--- config.mk ---
export PLATFORM = sky130hd
export DESIGN_NAME = y86_seq_ctrl_flat
export DESIGN_NICKNAME = d
export VERILOG_FILES = /design/src/rtl/y86_pkg.sv /design/src/rtl/y86_seq_ctrl_if.sv /design/src/rtl/y86_mem_timer.sv /design/src/rtl/y86_seq_ctrl.sv /design/src/flat_wrapper.sv
export SDC_FILE = /design/constraint.sdc
export NUM_CORES = 1
export LEC_CHECK = 0
export ABC_CLOCK_PERIOD_IN_PS = 3600
export BUFFER_PORTS_ARGS = -buffer_cell sky130_fd_sc_hd__buf_2
export CAP_MARGIN = 20
export CORE_UTILIZATION = 25
export DETAILED_ROUTE_END_ITERATION = 7
export PLACE_DENSITY_LB_ADDON = 0.05
export SLEW_MARGIN = 20
export SYNTH_ARGS = -nofsm -noshare
export SYNTH_HDL_FRONTEND = slang
export SYNTH_SLANG_ARGS = --single-unit
--- constraint.sdc ---
create_clock -name clk_i -period 3.6 [get_ports clk_i]
set_clock_uncertainty 0.05 [all_clocks]
set_input_delay 0.36 -clock clk_i [delete_from_list [all_inputs] [get_ports clk_i]]
set_output_delay 0.36 -clock clk_i [all_outputs]
set_load 0.01 [all_outputs]
--- src/rtl/y86_pkg.sv ---
// Shared constants for the Y86-64 SEQ control path: icodes, status codes,
// sequencer states and the memory-stage icode classifier.
package y86_pkg;

  localparam logic [3:0] I_NOP    = 4'h0;
  localparam logic [3:0] I_HALT   = 4'h1;
  localparam logic [3:0] I_RRMOVQ = 4'h2;
  localparam logic [3:0] I_IRMOVQ = 4'h3;
  localparam logic [3:0] I_RMMOVQ = 4'h4;
  localparam logic [3:0] I_MRMOVQ = 4'h5;
  localparam logic [3:0] I_OPQ    = 4'h6;
  localparam logic [3:0] I_JXX    = 4'h7;
  localparam logic [3:0] I_CALL   = 4'h8;
  localparam logic [3:0] I_RET    = 4'h9;
  localparam logic [3:0] I_PUSHQ  = 4'hA;
  localparam logic [3:0] I_POPQ   = 4'hB;

  localparam logic [2:0] STAT_AOK = 3'd1;
  localparam logic [2:0] STAT_HLT = 3'd2;
  localparam logic [2:0] STAT_ADR = 3'd3;
  localparam logic [2:0] STAT_INS = 3'd4;

  typedef enum logic [2:0] {
    S_IDLE, S_FETCH, S_DECODE, S_EXECUTE, S_MEMORY, S_WRITEBACK, S_PC_UPDATE, S_STOP
  } state_e;

  function automatic logic is_mem_icode(input logic [3:0] icode);
    return icode inside {I_RMMOVQ, I_MRMOVQ, I_CALL, I_RET, I_PUSHQ, I_POPQ};
  endfunction

endpackage

--- src/rtl/y86_seq_ctrl_if.sv ---
// Single shared memory port between the sequencer and the memory system.
interface y86_seq_ctrl_if;
  logic mem_req_o;
  logic mem_is_data_o;
  logic mem_ack_i;
  logic mem_err_i;

  modport master (output mem_req_o, mem_is_data_o, input mem_ack_i, mem_err_i);
  modport slave  (input mem_req_o, mem_is_data_o, output mem_ack_i, mem_err_i);
endinterface

--- src/rtl/y86_mem_timer.sv ---
// Wait counter for an outstanding memory request; expired flags the last
// allowed request cycle passing without an ack.
module y86_mem_timer #(
  parameter int LIMIT = 15
) (
  input  logic clk_i,
  input  logic rst_i,
  input  logic clr,
  input  logic en,
  output logic expired
);
  localparam int W = $clog2(LIMIT + 1);

  logic [W-1:0] count;

  always_ff @(posedge clk_i) begin
    if (rst_i || clr) count <= '0;
    else if (en)      count <= count + 1'b1;
  end

  // en already excludes ack cycles, so a same-cycle ack never expires
  assign expired = en && (count == W'(LIMIT - 1));
endmodule

--- src/rtl/y86_seq_ctrl.sv ---
// Multi-cycle SEQ stage sequencer: one active stage at a time, shared memory
// port arbitration, CC gating and processor status.
module y86_seq_ctrl
  import y86_pkg::*;
#(
  parameter int MEM_TIMEOUT = 15,
  parameter int CNT_W       = 32
) (
  input  logic             clk_i,
  input  logic             rst_i,
  input  logic             start_i,
  input  logic [3:0]       icode_i,
  input  logic             instr_valid_i,
  y86_seq_ctrl_if.master   mem,
  output logic             fetch_en_o,
  output logic             decode_en_o,
  output logic             execute_en_o,
  output logic             memory_en_o,
  output logic             writeback_en_o,
  output logic             pc_en_o,
  output logic             cc_en_o,
  output logic [2:0]       stat_o,
  output logic             busy_o,
  output logic [CNT_W-1:0] retired_o
);

  state_e           state, state_n;
  logic [3:0]       icode_q, icode_n;
  logic [2:0]       stat_q, stat_n;
  logic [CNT_W-1:0] retired_q, retired_n;
  logic             expired;
  logic             in_mem_wait;

  assign in_mem_wait = (state == S_FETCH) || (state == S_MEMORY);

  y86_mem_timer #(.LIMIT(MEM_TIMEOUT)) u_timer (
    .clk_i   (clk_i),
    .rst_i   (rst_i),
    .clr     (!in_mem_wait),
    .en      (in_mem_wait && !mem.mem_ack_i),
    .expired (expired)
  );

  always_ff @(posedge clk_i) begin
    if (rst_i) begin
      state     <= S_IDLE;
      icode_q   <= '0;
      stat_q    <= STAT_AOK;
      retired_q <= '0;
    end else begin
      state     <= state_n;
      icode_q   <= icode_n;
      stat_q    <= stat_n;
      retired_q <= retired_n;
    end
  end

  always_comb begin
    state_n   = state;
    icode_n   = icode_q;
    stat_n    = stat_q;
    retired_n = retired_q;
    case (state)
      S_IDLE: if (start_i) state_n = S_FETCH;
      S_FETCH: begin
        if (mem.mem_ack_i) begin
          if (mem.mem_err_i) begin
            state_n = S_STOP;
            stat_n  = STAT_ADR;
          end else if (!instr_valid_i) begin
            state_n = S_STOP;
            stat_n  = STAT_INS;
          end else if (icode_i == I_HALT) begin
            state_n   = S_STOP;
            stat_n    = STAT_HLT;
            retired_n = retired_q + 1'b1;
          end else begin
            icode_n = icode_i;
            state_n = S_DECODE;
          end
        end else if (expired) begin
          state_n = S_STOP;
          stat_n  = STAT_ADR;
        end
      end
      S_DECODE:  state_n = S_EXECUTE;
      S_EXECUTE: state_n = is_mem_icode(icode_q) ? S_MEMORY : S_WRITEBACK;
      S_MEMORY: begin
        if (mem.mem_ack_i) begin
          if (mem.mem_err_i) begin
            state_n = S_STOP;
            stat_n  = STAT_ADR;
          end else begin
            state_n = S_WRITEBACK;
          end
        end else if (expired) begin
          state_n = S_STOP;
          stat_n  = STAT_ADR;
        end
      end
      S_WRITEBACK: state_n = S_PC_UPDATE;
      S_PC_UPDATE: begin
        retired_n = retired_q + 1'b1;
        state_n   = S_FETCH;
      end
      S_STOP:  state_n = S_STOP;
      default: state_n = S_IDLE;
    endcase
  end

  assign fetch_en_o        = (state == S_FETCH);
  assign decode_en_o       = (state == S_DECODE);
  assign execute_en_o      = (state == S_EXECUTE);
  assign memory_en_o       = (state == S_MEMORY);
  assign writeback_en_o    = (state == S_WRITEBACK);
  assign pc_en_o           = (state == S_PC_UPDATE);
  assign cc_en_o           = (state == S_EXECUTE) && (icode_q == I_OPQ);
  assign mem.mem_req_o     = in_mem_wait;
  assign mem.mem_is_data_o = (state == S_MEMORY);
  assign stat_o            = stat_q;
  assign busy_o            = (state != S_IDLE) && (state != S_STOP);
  assign retired_o         = retired_q;

endmodule

--- src/flat_wrapper.sv ---
// flat-port wrapper written by rule: the top's interface ports become plain ports
module y86_seq_ctrl_flat import y86_pkg::*;
#(
  parameter int MEM_TIMEOUT = 15,
  parameter int CNT_W       = 32
)
  (clk_i, rst_i, start_i, icode_i, instr_valid_i, fetch_en_o, decode_en_o, execute_en_o, memory_en_o, writeback_en_o, pc_en_o, cc_en_o, stat_o, busy_o, retired_o, mem_mem_req_o, mem_mem_is_data_o, mem_mem_ack_i, mem_mem_err_i);
  y86_seq_ctrl_if mem_i ();
  input  logic clk_i;
  input  logic rst_i;
  input  logic start_i;
  input  logic [3:0] icode_i;
  input  logic instr_valid_i;
  output logic fetch_en_o;
  output logic decode_en_o;
  output logic execute_en_o;
  output logic memory_en_o;
  output logic writeback_en_o;
  output logic pc_en_o;
  output logic cc_en_o;
  output logic [2:0] stat_o;
  output logic busy_o;
  output logic [CNT_W-1:0] retired_o;
  output wire logic [$bits(mem_i.mem_req_o)-1:0] mem_mem_req_o;
  output wire logic [$bits(mem_i.mem_is_data_o)-1:0] mem_mem_is_data_o;
  input wire logic [$bits(mem_i.mem_ack_i)-1:0] mem_mem_ack_i;
  input wire logic [$bits(mem_i.mem_err_i)-1:0] mem_mem_err_i;
  assign mem_mem_req_o = mem_i.mem_req_o;
  assign mem_mem_is_data_o = mem_i.mem_is_data_o;
  assign mem_i.mem_ack_i = mem_mem_ack_i;
  assign mem_i.mem_err_i = mem_mem_err_i;
  y86_seq_ctrl #(.MEM_TIMEOUT(MEM_TIMEOUT), .CNT_W(CNT_W)) u_core (.clk_i(clk_i), .rst_i(rst_i), .start_i(start_i), .icode_i(icode_i), .instr_valid_i(instr_valid_i), .mem(mem_i), .fetch_en_o(fetch_en_o), .decode_en_o(decode_en_o), .execute_en_o(execute_en_o), .memory_en_o(memory_en_o), .writeback_en_o(writeback_en_o), .pc_en_o(pc_en_o), .cc_en_o(cc_en_o), .stat_o(stat_o), .busy_o(busy_o), .retired_o(retired_o));
endmodule
# == Yosys cells after proc, flatten, opt, wreduce, memory -nomap -nowiden ==
# Cells that the tools add are included.
# W data, S select, Z words.
# totals
word_cells,72
output_inout_bits,45
latchBits,0
ram_bits,0
input_bits,10
mem_count,0
romBits,0
regBits,46
# classes
bitwise,2
div,0
reduce_logical,16
magnitude_cmp,0
n_eq_ne,24
shifts,0
n_addsub,2
n_mul,0
mux,23
# op_table
cell,n
$mux W32,4
$pmux W32 S2,1
$mux W3,14
$add A32 B1 Y32 const B,1
$pmux W3 S8,1
$eq A4 B4 Y1 const B,5
$eq A3 B3 Y1 const B,4
$eq A4 B3 Y1 const B,3
$reduce_and A5 Y1,2
$eq A3 B2 Y1 const B,2
$ne A2 B2 Y1 const B,3
$pmux W3 S2,1
$reduce_bool A6 Y1,1
$ne A5 B3 Y1 const B,1
$add A4 B1 Y4 const B,1
$eq A4 B1 Y1 const B,1
$logic_and A1 B1 Y1,4
$ne A2 B1 Y1 const B,2
$reduce_bool A2 Y1,2
$eq A3 B1 Y1 const B,1
$logic_not A3 Y1,1
$ne A3 B2 Y1 const B,1
$ne A3 B3 Y1 const B,1
$reduce_and A3 Y1,1
other kinds (6),9

# == Depth between registers and ports, before layout ==
# Gate-level depths: netlist of run 1.
# logic_depth
depth_word,7
mapped_depth,9
mapped_depth_nobuf,7

# == Modules after synthesis ==
# A second synthesis of run 1 with hierarchy kept.
# unflattened
cells_unflattened,284
area_unflattened_um2,2367.3
# modules_own_cells
module,cells_each,seq_area_each_um2,n_inst,area_each_um2
y86_seq_ctrl,265,840.8,1,2165.8
y86_mem_timer,19,80.1,1,201.4

# == Worst setup path before layout of run 1 ==
# OpenSTA, ideal clock, no wires.
# synth_timing
path_type,register to register
startpoint,"register u_core.retired_q[2], in the netlist u_core.retired_o[2]"
endpoint,"register u_core.retired_q[31], in the netlist u_core.retired_o[31]"
setup_slack_ns,1.447
path_stages_with_launch,6
n_path_buf,0
synth_period_minus_slack_ns,2.153
setup_ns,0.070
t_required_ns,3.480
t_arrival_ns,2.033
cell_sequence,dfxtp_1 nand4_2 or3_4 or3_4 or4_1 a21oi_1
# synth_via
elab_chain_len,6
# synth_lines
item,line,text
from (decl),y86_seq_ctrl.sv:30,"logic [CNT_W-1:0] retired_q, retired_n;"
from (signal assigned),y86_seq_ctrl.sv:54,retired_q <= retired_n;
$add A32 B1 Y32 (*),"y86_seq_ctrl.sv:76, y86_seq_ctrl.sv:103",
$mux W32,y86_seq_ctrl.sv:73,end else if (icode_i == I_HALT) begin
$mux W32,y86_seq_ctrl.sv:70,end else if (!instr_valid_i) begin
$mux W32,y86_seq_ctrl.sv:67,if (mem.mem_err_i) begin
$mux W32,y86_seq_ctrl.sv:66,if (mem.mem_ack_i) begin
$pmux W32 S2 (*),y86_seq_ctrl.sv:63,case (state)
# Mark *: on every way between the ends. The rest lies on a longest branch, timed or not. The select of a mux whose other input is x is not followed.
# A chain may end at the register's enable or synchronous reset.

# == Final worst setup path of run 1 ==
# layout_timing
startpoint,register u_core.state[0]
endpoint,"register u_core.retired_q[31], in the netlist u_core.retired_o[31]"
# layout_via
elab_chain_len,3
word_cells_on_any_way,9
classes_between,eq/ne: 6; mux: 1; reduce/logical: 2
# layout_lines
item,line,text
from (decl),y86_seq_ctrl.sv:27,"state_e state, state_n;"
from (signal assigned),y86_seq_ctrl.sv:51,state <= state_n;
$eq A3 B1 Y1 / $eq A3 B3 Y1 (equally long branches),y86_seq_ctrl.sv:63,
$ne A2 B1 Y1 (no line) (tied with other cells),-,
$reduce_and A5 Y1 (no line),-,
# Parallel ways exist; a longest one is shown, timed or not.

==> results of run 1 <==
## critical path, delay by kind of cell, from the launching register on
family	cells	cell delay [ns]
AO/OA/AOI/OAI	2	0.67
buffers and inverters	1	0.28
AND/OR/NAND/NOR	3	1.05
flip-flops	1	0.54
## cell type report
cell class	instances	area share (%)
Tap cell	108	4.850
Clock inverter	1	0.1796
Clock buffer	7	3.098
Multi-Input combinational cell	217	47.78
Inverter	8	1.078
Sequential cell	46	33.05
Timing Repair Buffer	55	9.969
## flip-flops by register name, summed over array words and instances, names as in the netlist
signal / flops
u_core.state: 3
u_core.icode_q: 4
u_core.u_timer.count: 4
u_core.stat_o: 3
u_core.retired_o: 32
## synth_stat cells (2+ instances only)
master    number
inv_1          8
nor4_1         4
ha_1           3
and3_1         2
nor3_1        10
or2_2          3
a311oi_1       2
or4_1          9
nand2_1       20
xor2_1        15
dfxtp_1       46
o21ai_0        8
and2_1         2
or3_1          3
nand2b_1       2
or3_4          2
buf_2          3
mux2i_1        4
nor2b_1        5
a21oi_1       18
clkbuf_1       9
nor2_1        39
nand4_1       10
xnor2_1        7
nand4b_1       3
a21o_1         2
nand3_1       16
o31ai_1       10
## cells by family after synthesis
kind of cell | Yosys count
AO/OA/AOI/OAI | 51
adder cells (fa/ha/maj) | 3
AND/OR/NAND/NOR | 137
flip-flops | 46
multiplexers | 4
XOR/XNOR | 22
buffers and inverters | 22
## final timing paths
path,from,end,slack [ns],cells after the start
setup / recovery,u_core.state[0]$_SDFFE_PP0P_,u_core.retired_o[31]$_SDFFE_PP0P_,0.92,6
hold reg to reg,u_core.retired_o[31]$_SDFFE_PP0P_,u_core.retired_o[31]$_SDFFE_PP0P_,0.44,2
setup reg to reg,u_core.state[0]$_SDFFE_PP0P_,u_core.retired_o[31]$_SDFFE_PP0P_,0.92,6
hold / removal,icode_i[3],u_core.icode_q[3]$_SDFFE_PP0P_,0.28,3
## metal layers
| metal | routed length [µm] | GRT usage [%] | up-vias |
|---|---|---|---|
| met4 | 57 | 4.133 | 0 |
| met3 | 241 | 2.695 | 5 |
| met5 | 0 | 0 | - |
| met2 | 2683 | 20.55 | 38 |
| met1 | 3313 | 19.16 | 1024 |
| li1 | - | - | 1121 |
## power by group
| part | internal, mW | switching [mW] |
|---|---|---|
| Combinational | 0.0510 | 0.0783 |
| Sequential | 0.520 | 0.0225 |
| Clock | 0.156 | 0.182 |
## per-stage QoR
step                      power (mW)  setup WS (ns)  hold slack (ns)
after floorplan               0.6458          1.447           0.4256
after global placement        0.6863         0.9551           0.4194
after detailed placement      0.6862         0.8578           0.4272
after CTS                      1.029         0.9124           0.2731
after global routing           1.071         0.6911           0.2764
final                          1.009         0.9235           0.2821
==> flow_summary.yaml, run 1 <==
detailed_routing:
  wl_mm: 6.295
  dr.pass1.iters: 4
  drc: 0
  ant_nets: 0
  vias_per_cell: 4.950
  vias: 2188
  wire_per_inst_um: 14.24
  drtIter0Drc: 61
placed_design:
  gp_congestion: 0.7002
  dp.cells: 434
  place_hpwl_mm: 4.457
  place_area_um2: 2695
  port_buffers: 54
timing:
  rsz0062_at_grt: "no"
  fmax_ghz: 0.3736
  period_needed_ns: 2.676
  worst_slew_pin_slew_ns: 0.8788
  setup_viol: 0
  period_share_pct: 74.35
  setup_tns_ns: 0
  hold_viol: 0
  relSlewSlack_pct: 41.42
  final_max_slew_viol_count: 0
cells_and_area:
  final_nets: 346
  fin_cells: 442
  multiInputGateArea_um2: 1331
  layout_commonest_cell: "buf_2"
  seq_area_um2: 920.9
  fillCellCount: 985
  antennaDiodeCount: 0
  fin_util_pct: 31.34
  drive_gt1_share_pct: 22.16
  syn_to_final_growth_pct: 18.96
  layout_common_cells: "buf_2 (54), dfxtp_1 (46), nor2_1 (39)"
  stdcell_area_um2: 2786
power_and_ir_drop:
  powerDensity_nw_per_um2: 362.3
  p_leak_nw: 1.077
  vdd_ir_drop_max_mv: 0.1354
synth:
  synthArstFlopShare_pct: 0
  synth_compound_area_share_pct: 14.00
  synthMuxAreaShare_pct: 1.709
  synth-xor-area-share_pct: 8.226
  yosys.area.top_type: "dfxtp_1"
  ys_ff_latch: 46
  synth_top_family_by_area: "simple AND/OR/NAND/NOR gates"
  synth_top_area_share_pct: 39.32
  syn_inst: 285
  synthAdderAreaFrac_pct: 1.603
  synth.avg_cell_area_um2: 8.218
  synthTopCellsByArea: "dfxtp_1 (39%), nor2_1 (6.3%), xor2_1 (5.6%)"
  yosysSeqAreaShare_pct: 39.32
  yosys.area_share.simple_pct: 31.30
  synth.distinct_cells: 48
  synthFlopType: "dfxtp_1"
  synth_nets: 298
  syn_area_um2: 2342
  yosysWarnings: 0
  synth_edf_count: 0
worst_setup_path:
  end_kind: "flop"
  worstPathCellList: "nand2_1, inv_1, a21o_1, nand3_2, or4_1, a21oi_1"
  start_kind: "flop"
  cp_slowest_cell: "or4_1"
  crit_path_max_incr_delay_ns: 0.57
  cp.required_ns: 3.77
  worstSetupPathType: "reg2reg"
  crit_fanout: 17
  arrival_ns: 2.85
clocking:
  htree_levels: 2
  cts_setup_buffers: 0
  cts_buffers: 5
  insertion_delay_ns: 0.29
  cts_tree: "built"
  ctsResizeCount: 0
  cts.clk_slew.worst_paths_ns: 0.09
  clk_path_buf_depth: 2
  cts_root_buffer: "clkbuf_8"
  cts.sinks: 46
  cts_hold_buf: 0
status:
  outcome: "finished, final reports clean"
grt:
  overflow: 0
  grt.total_usage_pct: 13.51
  grt_max_degree: 44
  grt_pass1_wl_mm: 10.52
  antenna_found_initial: 0
  grt_pass1_vias: 2063
floorplan:
  top_level_ports: 55
  rows: 34
  die_height_um: 98.80
  core_um2: 8891
  start_util_pct: 26.34
  die_w_um: 98.80
  die_area_um2: 9760
min_path:
  min_path_type: "in2reg"
run:
  cap_violations: 0
(Power assumes the default switching activity.)
==> run 2: changes to the inputs <==
--- a/config.mk
+++ b/config.mk
@@ -5,7 +5,7 @@
 export SDC_FILE = /design/constraint.sdc
 export NUM_CORES = 1
 export LEC_CHECK = 0
-export ABC_CLOCK_PERIOD_IN_PS = 3600
+export ABC_CLOCK_PERIOD_IN_PS = 2300
 export BUFFER_PORTS_ARGS = -buffer_cell sky130_fd_sc_hd__buf_2
 export CAP_MARGIN = 20
 export CORE_UTILIZATION = 25
==> constraint.sdc (replaced) <==
create_clock -name clk_i -period 2.3 [get_ports clk_i]
set_clock_uncertainty 0.05 [all_clocks]
set_input_delay 0.23 -clock clk_i [delete_from_list [all_inputs] [get_ports clk_i]]
set_output_delay 0.23 -clock clk_i [all_outputs]
set_load 0.01 [all_outputs]
==> flow_summary.yaml, run 2 (synthesis gave the netlist of run 1 again) <==
status:
  outcome: "finished, final reports clean"
clocking:
  cts_root_buffer: "clkbuf_8"
  cts_buffers: 5
  insertion_delay_ns: 0.30
  clk_path_buf_depth: 2
  cts.clk_slew.worst_paths_ns: 0.09
  htree_levels: 2
  cts_tree: "built"
  cts.sinks: 46
detailed_routing:
  drc: 0
  wl_mm: 6.618
  vias_per_cell: 4.835
  ant_nets: 0
  drtIter0Drc: 80
  vias: 2224
  dr.pass1.iters: 4
  wire_per_inst_um: 14.39
min_path:
  min_to: "u_core.icode_q[3]$_SDFFE_PP0P_"
  worstHoldStart: "icode_i[3]"
  min_path_type: "in2reg"
  holdPathStages: 3
placed_design:
  dp.cells: 453
  gp_congestion: 0.7231
  place_hpwl_mm: 4.805
  place_area_um2: 2838
  port_buffers: 54
  dp_slack_ns: 0.1283
cells_and_area:
  final_nets: 365
  seq_area_um2: 920.9
  fillCellCount: 984
  largest_reg_flops: 32
  multiInputGateArea_um2: 1334
  fin_cells: 460
  syn_to_final_growth_pct: 26.07
  layout_common_cells: "buf_2 (54), dfxtp_1 (46), nor2_1 (39)"
  antennaDiodeCount: 0
  drive_gt1_share_pct: 26.70
  layout_commonest_cell: "buf_2"
  stdcell_area_um2: 2953
worst_setup_path:
  cp.required_ns: 2.48
  worstReg2RegStart: "u_core.retired_o[5]$_SDFFE_PP0P_"
  reg2reg_slack_ns: 0.1
  crit_fanout: 5
  start_kind: "flop"
  end_kind: "flop"
  rr_worst_depth: 5
  timing.rr.end: "u_core.retired_o[31]$_SDFFE_PP0P_"
  arrival_ns: 2.38
  worstSetupPathType: "reg2reg"
grt:
  grtUsageMet3_pct: 3.404
  antenna_found_initial: 0
  grt_max_degree: 31
  overflow: 0
  grt_pass1_wl_mm: 11.01
  grt_pass1_vias: 2217
  use_met1_pct: 19.07
  grt_use_met2_pct: 23.18
  grt.total_usage_pct: 14.32
  busiest_layer: "met2"
floorplan:
  top_level_ports: 55
  die_height_um: 98.80
  die_w_um: 98.80
  die_area_um2: 9760
  core_um2: 8891
  start_util_pct: 26.34
  rows: 34
timing:
  relSlewSlack_pct: 59.84
  setup_tns_ns: 0
  setup_viol: 0
  rsz0062_at_grt: "no"
  period_needed_ns: 2.200
  fmax_ghz: 0.4545
  hold_viol: 0
  fin_ws_ns: 0.09975
  worst_slew_pin_slew_ns: 0.6025
  final_max_slew_viol_count: 0
  period_share_pct: 95.66
power_and_ir_drop:
  power_frac_clock_pct: 36.9
  powerDensity_nw_per_um2: 578.8
  swShare_pct: 26.07
  vdd_ir_drop_max_mv: 0.2226
  power_frac_seq_pct: 48.6
  power.switching_uw: 445.6
  p_int_mw: 1.263
  p_leak_nw: 1.186
  power_frac_comb_pct: 14.5
run:
  cap_violations: 0
-- run 2: what timing repair did --
action / CTS / global route
gates resized for setup: 0 / 1
setup buffers: 0 / 0
hold buffers: 0 / 0
setup endpoints to repair: 0 / 3
-- run 2: per-layer routing --
layer,routed length (µm),up-vias,part of all wire [%]
met4,70,0,1.1
met1,3316,1023,50
li1,-,1152,-
met3,267,7,4.0
met2,2964,42,45
met5,0,-,0
-- run 2: critical path: stages, from the launching register on --
cell	delay, ns
dfxtp_1	0.40
nand4_2	0.18
or3_4	0.46
or3_4	0.42
or4_1	0.47
a21oi_1	0.14
-- run 2: through the flow --
step                utilization (%)  hold WS, ns  total power [mW]
finish                        33.21       0.1459             1.709
global route                  33.21       0.1391             1.806
CTS                           33.18       0.1427             1.747
detailed placement            31.92       0.4248             1.100
global placement              31.92       0.4213             1.103
floorplan                         -       0.3272             1.011
-- run 2: cell type report --
cell class | count | area share [%]
clock buffers | 6 | 2.797
clock inverters | 1 | 1.017
inverters | 8 | 1.017
multi-input cells | 217 | 45.17
flip-flops and latches | 46 | 31.19
well taps | 108 | 4.576
repair buffers | 74 | 14.24
-- run 2: worst max-delay path by stage --
stage                                                start                                 to  slack (ns)  depth (start not counted)
after floorplan           u_core.retired_o[2]$_SDFFE_PP0P_  u_core.retired_o[31]$_SDFFE_PP0P_        0.15                          5
after global placement    u_core.retired_o[5]$_SDFFE_PP0P_  u_core.retired_o[31]$_SDFFE_PP0P_        0.15                          5
after detailed placement  u_core.retired_o[5]$_SDFFE_PP0P_  u_core.retired_o[31]$_SDFFE_PP0P_        0.13                          5
after CTS                 u_core.retired_o[5]$_SDFFE_PP0P_  u_core.retired_o[31]$_SDFFE_PP0P_        0.11                          5
after global routing      u_core.retired_o[5]$_SDFFE_PP0P_  u_core.retired_o[31]$_SDFFE_PP0P_        0.03                          5
final                     u_core.retired_o[5]$_SDFFE_PP0P_  u_core.retired_o[31]$_SDFFE_PP0P_         0.1                          5
-- run 2: power by group through the flow --
stage          clock network, mW  logic (mW)  registers [mW]
2_1_floorplan                  0       0.163           0.848
3_3_place_gp                   0       0.254           0.849
3_5_place_dp                   0       0.251           0.850
4_1_cts                    0.664       0.252           0.831
5_1_grt                    0.691       0.282           0.834
6_report                   0.630       0.249           0.830
==> run 3: changes to the inputs <==
--- a/config.mk
+++ b/config.mk
@@ -10,7 +10,7 @@
 export CAP_MARGIN = 20
 export CORE_UTILIZATION = 25
 export DETAILED_ROUTE_END_ITERATION = 7
-export PLACE_DENSITY_LB_ADDON = 0.05
+export PLACE_DENSITY = 0.51
 export SLEW_MARGIN = 20
 export SYNTH_ARGS = -nofsm -noshare
 export SYNTH_HDL_FRONTEND = slang
==> constraint.sdc (replaced) <==
create_clock -name clk_i -period 2.3 [get_ports clk_i]
set_clock_uncertainty 0.05 [all_clocks]
set_input_delay 0.23 -clock clk_i [delete_from_list [all_inputs] [get_ports clk_i]]
set_output_delay 0.23 -clock clk_i [all_outputs]
set_load 0.02 [all_outputs]
==> flow_summary.yaml, run 3 (synthesis gave the netlist of run 1 again) <==
status:
  outcome: "finished, final reports clean"
power_and_ir_drop:
  powerDensity_nw_per_um2: 553.5
  p_leak_nw: 1.146
  power_frac_clock_pct: 31.5
  swShare_pct: 29.44
  vdd_ir_drop_max_mv: 0.2006
  p_int_mw: 1.128
  power_frac_seq_pct: 51.8
  power.switching_uw: 470.8
  power_frac_comb_pct: 16.7
timing:
  rsz0062_at_grt: "no"
  setup_viol: 0
  fmax_ghz: 0.4640
  worst_slew_pin_slew_ns: 0.6440
  period_share_pct: 93.70
  setup_tns_ns: 0
  hold_viol: 0
  period_needed_ns: 2.155
  relSlewSlack_pct: 56.70
  final_max_slew_viol_count: 0
placed_design:
  place_area_um2: 2800
  gp_congestion: 0.8030
  place_hpwl_mm: 4.639
  port_buffers: 54
clocking:
  cts.clk_slew.worst_paths_ns: 0.09
  insertion_delay_ns: 0.30
  cts_buffers: 5
  clk_path_buf_depth: 2
  cts_tree: "built"
  cts_root_buffer: "clkbuf_8"
  cts_hold_buf: 0
  htree_levels: 2
  cts.sinks: 46
cells_and_area:
  antennaDiodeCount: 0
  fillCellCount: 953
  layout_commonest_cell: "buf_2"
  drive_gt1_share_pct: 25.57
  multiInputGateArea_um2: 1334
  largest_reg_flops: 32
  layout_common_cells: "buf_2 (54), dfxtp_1 (46), nor2_1 (39)"
  stdcell_area_um2: 2889
  fin_util_pct: 32.49
  seq_area_um2: 920.9
  syn_to_final_growth_pct: 23.34
  final_nets: 360
grt:
  grt_pass1_vias: 2137
  overflow: 0
  grt_max_degree: 36
  grt.total_usage_pct: 13.51
  antenna_found_initial: 0
  grt_pass1_wl_mm: 10.57
worst_setup_path:
  cp.required_ns: 2.48
  cpMostUsedCell: "or3_4"
  worstPathCellList: "nand4_2, or3_4, or3_4, or4_1, a21oi_1"
  arrival_ns: 2.34
  crit_path_max_incr_delay_ns: 0.47
  start_kind: "flop"
  crit_fanout: 5
  worstSetupPathType: "reg2reg"
  cp_slowest_cell: "or4_1"
  end_kind: "flop"
floorplan:
  top_level_ports: 55
  start_util_pct: 26.34
  die_height_um: 98.80
  rows: 34
  die_w_um: 98.80
  core_um2: 8891
  die_area_um2: 9760
detailed_routing:
  ant_nets: 0
  drtIter0Drc: 71
  drc: 0
  dr.pass1.iters: 4
  wire_per_inst_um: 13.54
  vias: 2237
  wl_mm: 6.174
  vias_per_cell: 4.906
run:
  cap_violations: 0
min_path:
  min_path_type: "in2reg"
## run 3: final timing paths
path | slack [ns] | cells after the start | end | from
min | 0.15 | 3 | u_core.icode_q[2]$_SDFFE_PP0P_ | icode_i[2]
min reg2reg | 0.44 | 2 | u_core.retired_o[31]$_SDFFE_PP0P_ | u_core.retired_o[31]$_SDFFE_PP0P_
max reg2reg | 0.14 | 5 | u_core.retired_o[31]$_SDFFE_PP0P_ | u_core.retired_o[4]$_SDFFE_PP0P_
max | 0.14 | 5 | u_core.retired_o[31]$_SDFFE_PP0P_ | u_core.retired_o[4]$_SDFFE_PP0P_
## run 3: cell type report
type / count / share of cell area, %
Timing Repair Buffer: 69 / 13.25
Clock buffer: 6 / 2.512
Inverter: 8 / 1.039
Sequential cell: 46 / 31.88
Clock inverter: 2 / 0.4764
Multi-Input combinational cell: 217 / 46.17
Tap cell: 108 / 4.677
## run 3: metrics by stage
| step | cells | power (mW) | worst slack, ns | hold WS [ns] |
|---|---|---|---|---|
| floorplan | 285 | 1.034 | 0.06015 | 0.3272 |
| global placement | 448 | 1.116 | 0.1719 | 0.4171 |
| detailed placement | 448 | 1.117 | 0.06553 | 0.4270 |
| CTS | 456 | 1.621 | 0.1018 | 0.1413 |
| global route | 456 | 1.693 | 0.03348 | 0.1711 |
| finish | 456 | 1.599 | 0.1449 | 0.1460 |
## run 3: worst max-delay path: cells and delay by family (launching register included)
kind / cells / cell delay, ns
AND/OR/NAND/NOR: 4 / 1.47
flip-flops: 1 / 0.43
AO/OA/AOI/OAI: 1 / 0.14
## run 3: what timing repair did
action / in CTS / in global routing
resized for setup: 0 / 1
endpoints found under the hold margin: 0 / 0
endpoints found under the setup margin: 0 / 6
buffers inserted: 0 / 0
## run 3: routing by layer
layer	vias to the layer above	track usage, %	share of wire, %
li1	1150	-	-
met1	1034	18.62	51
met2	47	20.87	44
met3	6	2.837	4.3
met4	0	4.707	1.1
met5	-	0	0
## run 3: power groups by stage
stage               clock network, mW  registers [mW]  logic, mW
floorplan                           0           0.852      0.183
global placement                    0           0.847      0.268
detailed placement                  0           0.847      0.270
CTS                             0.522           0.829      0.270
global route                    0.563           0.831      0.299
finish                          0.504           0.829      0.267
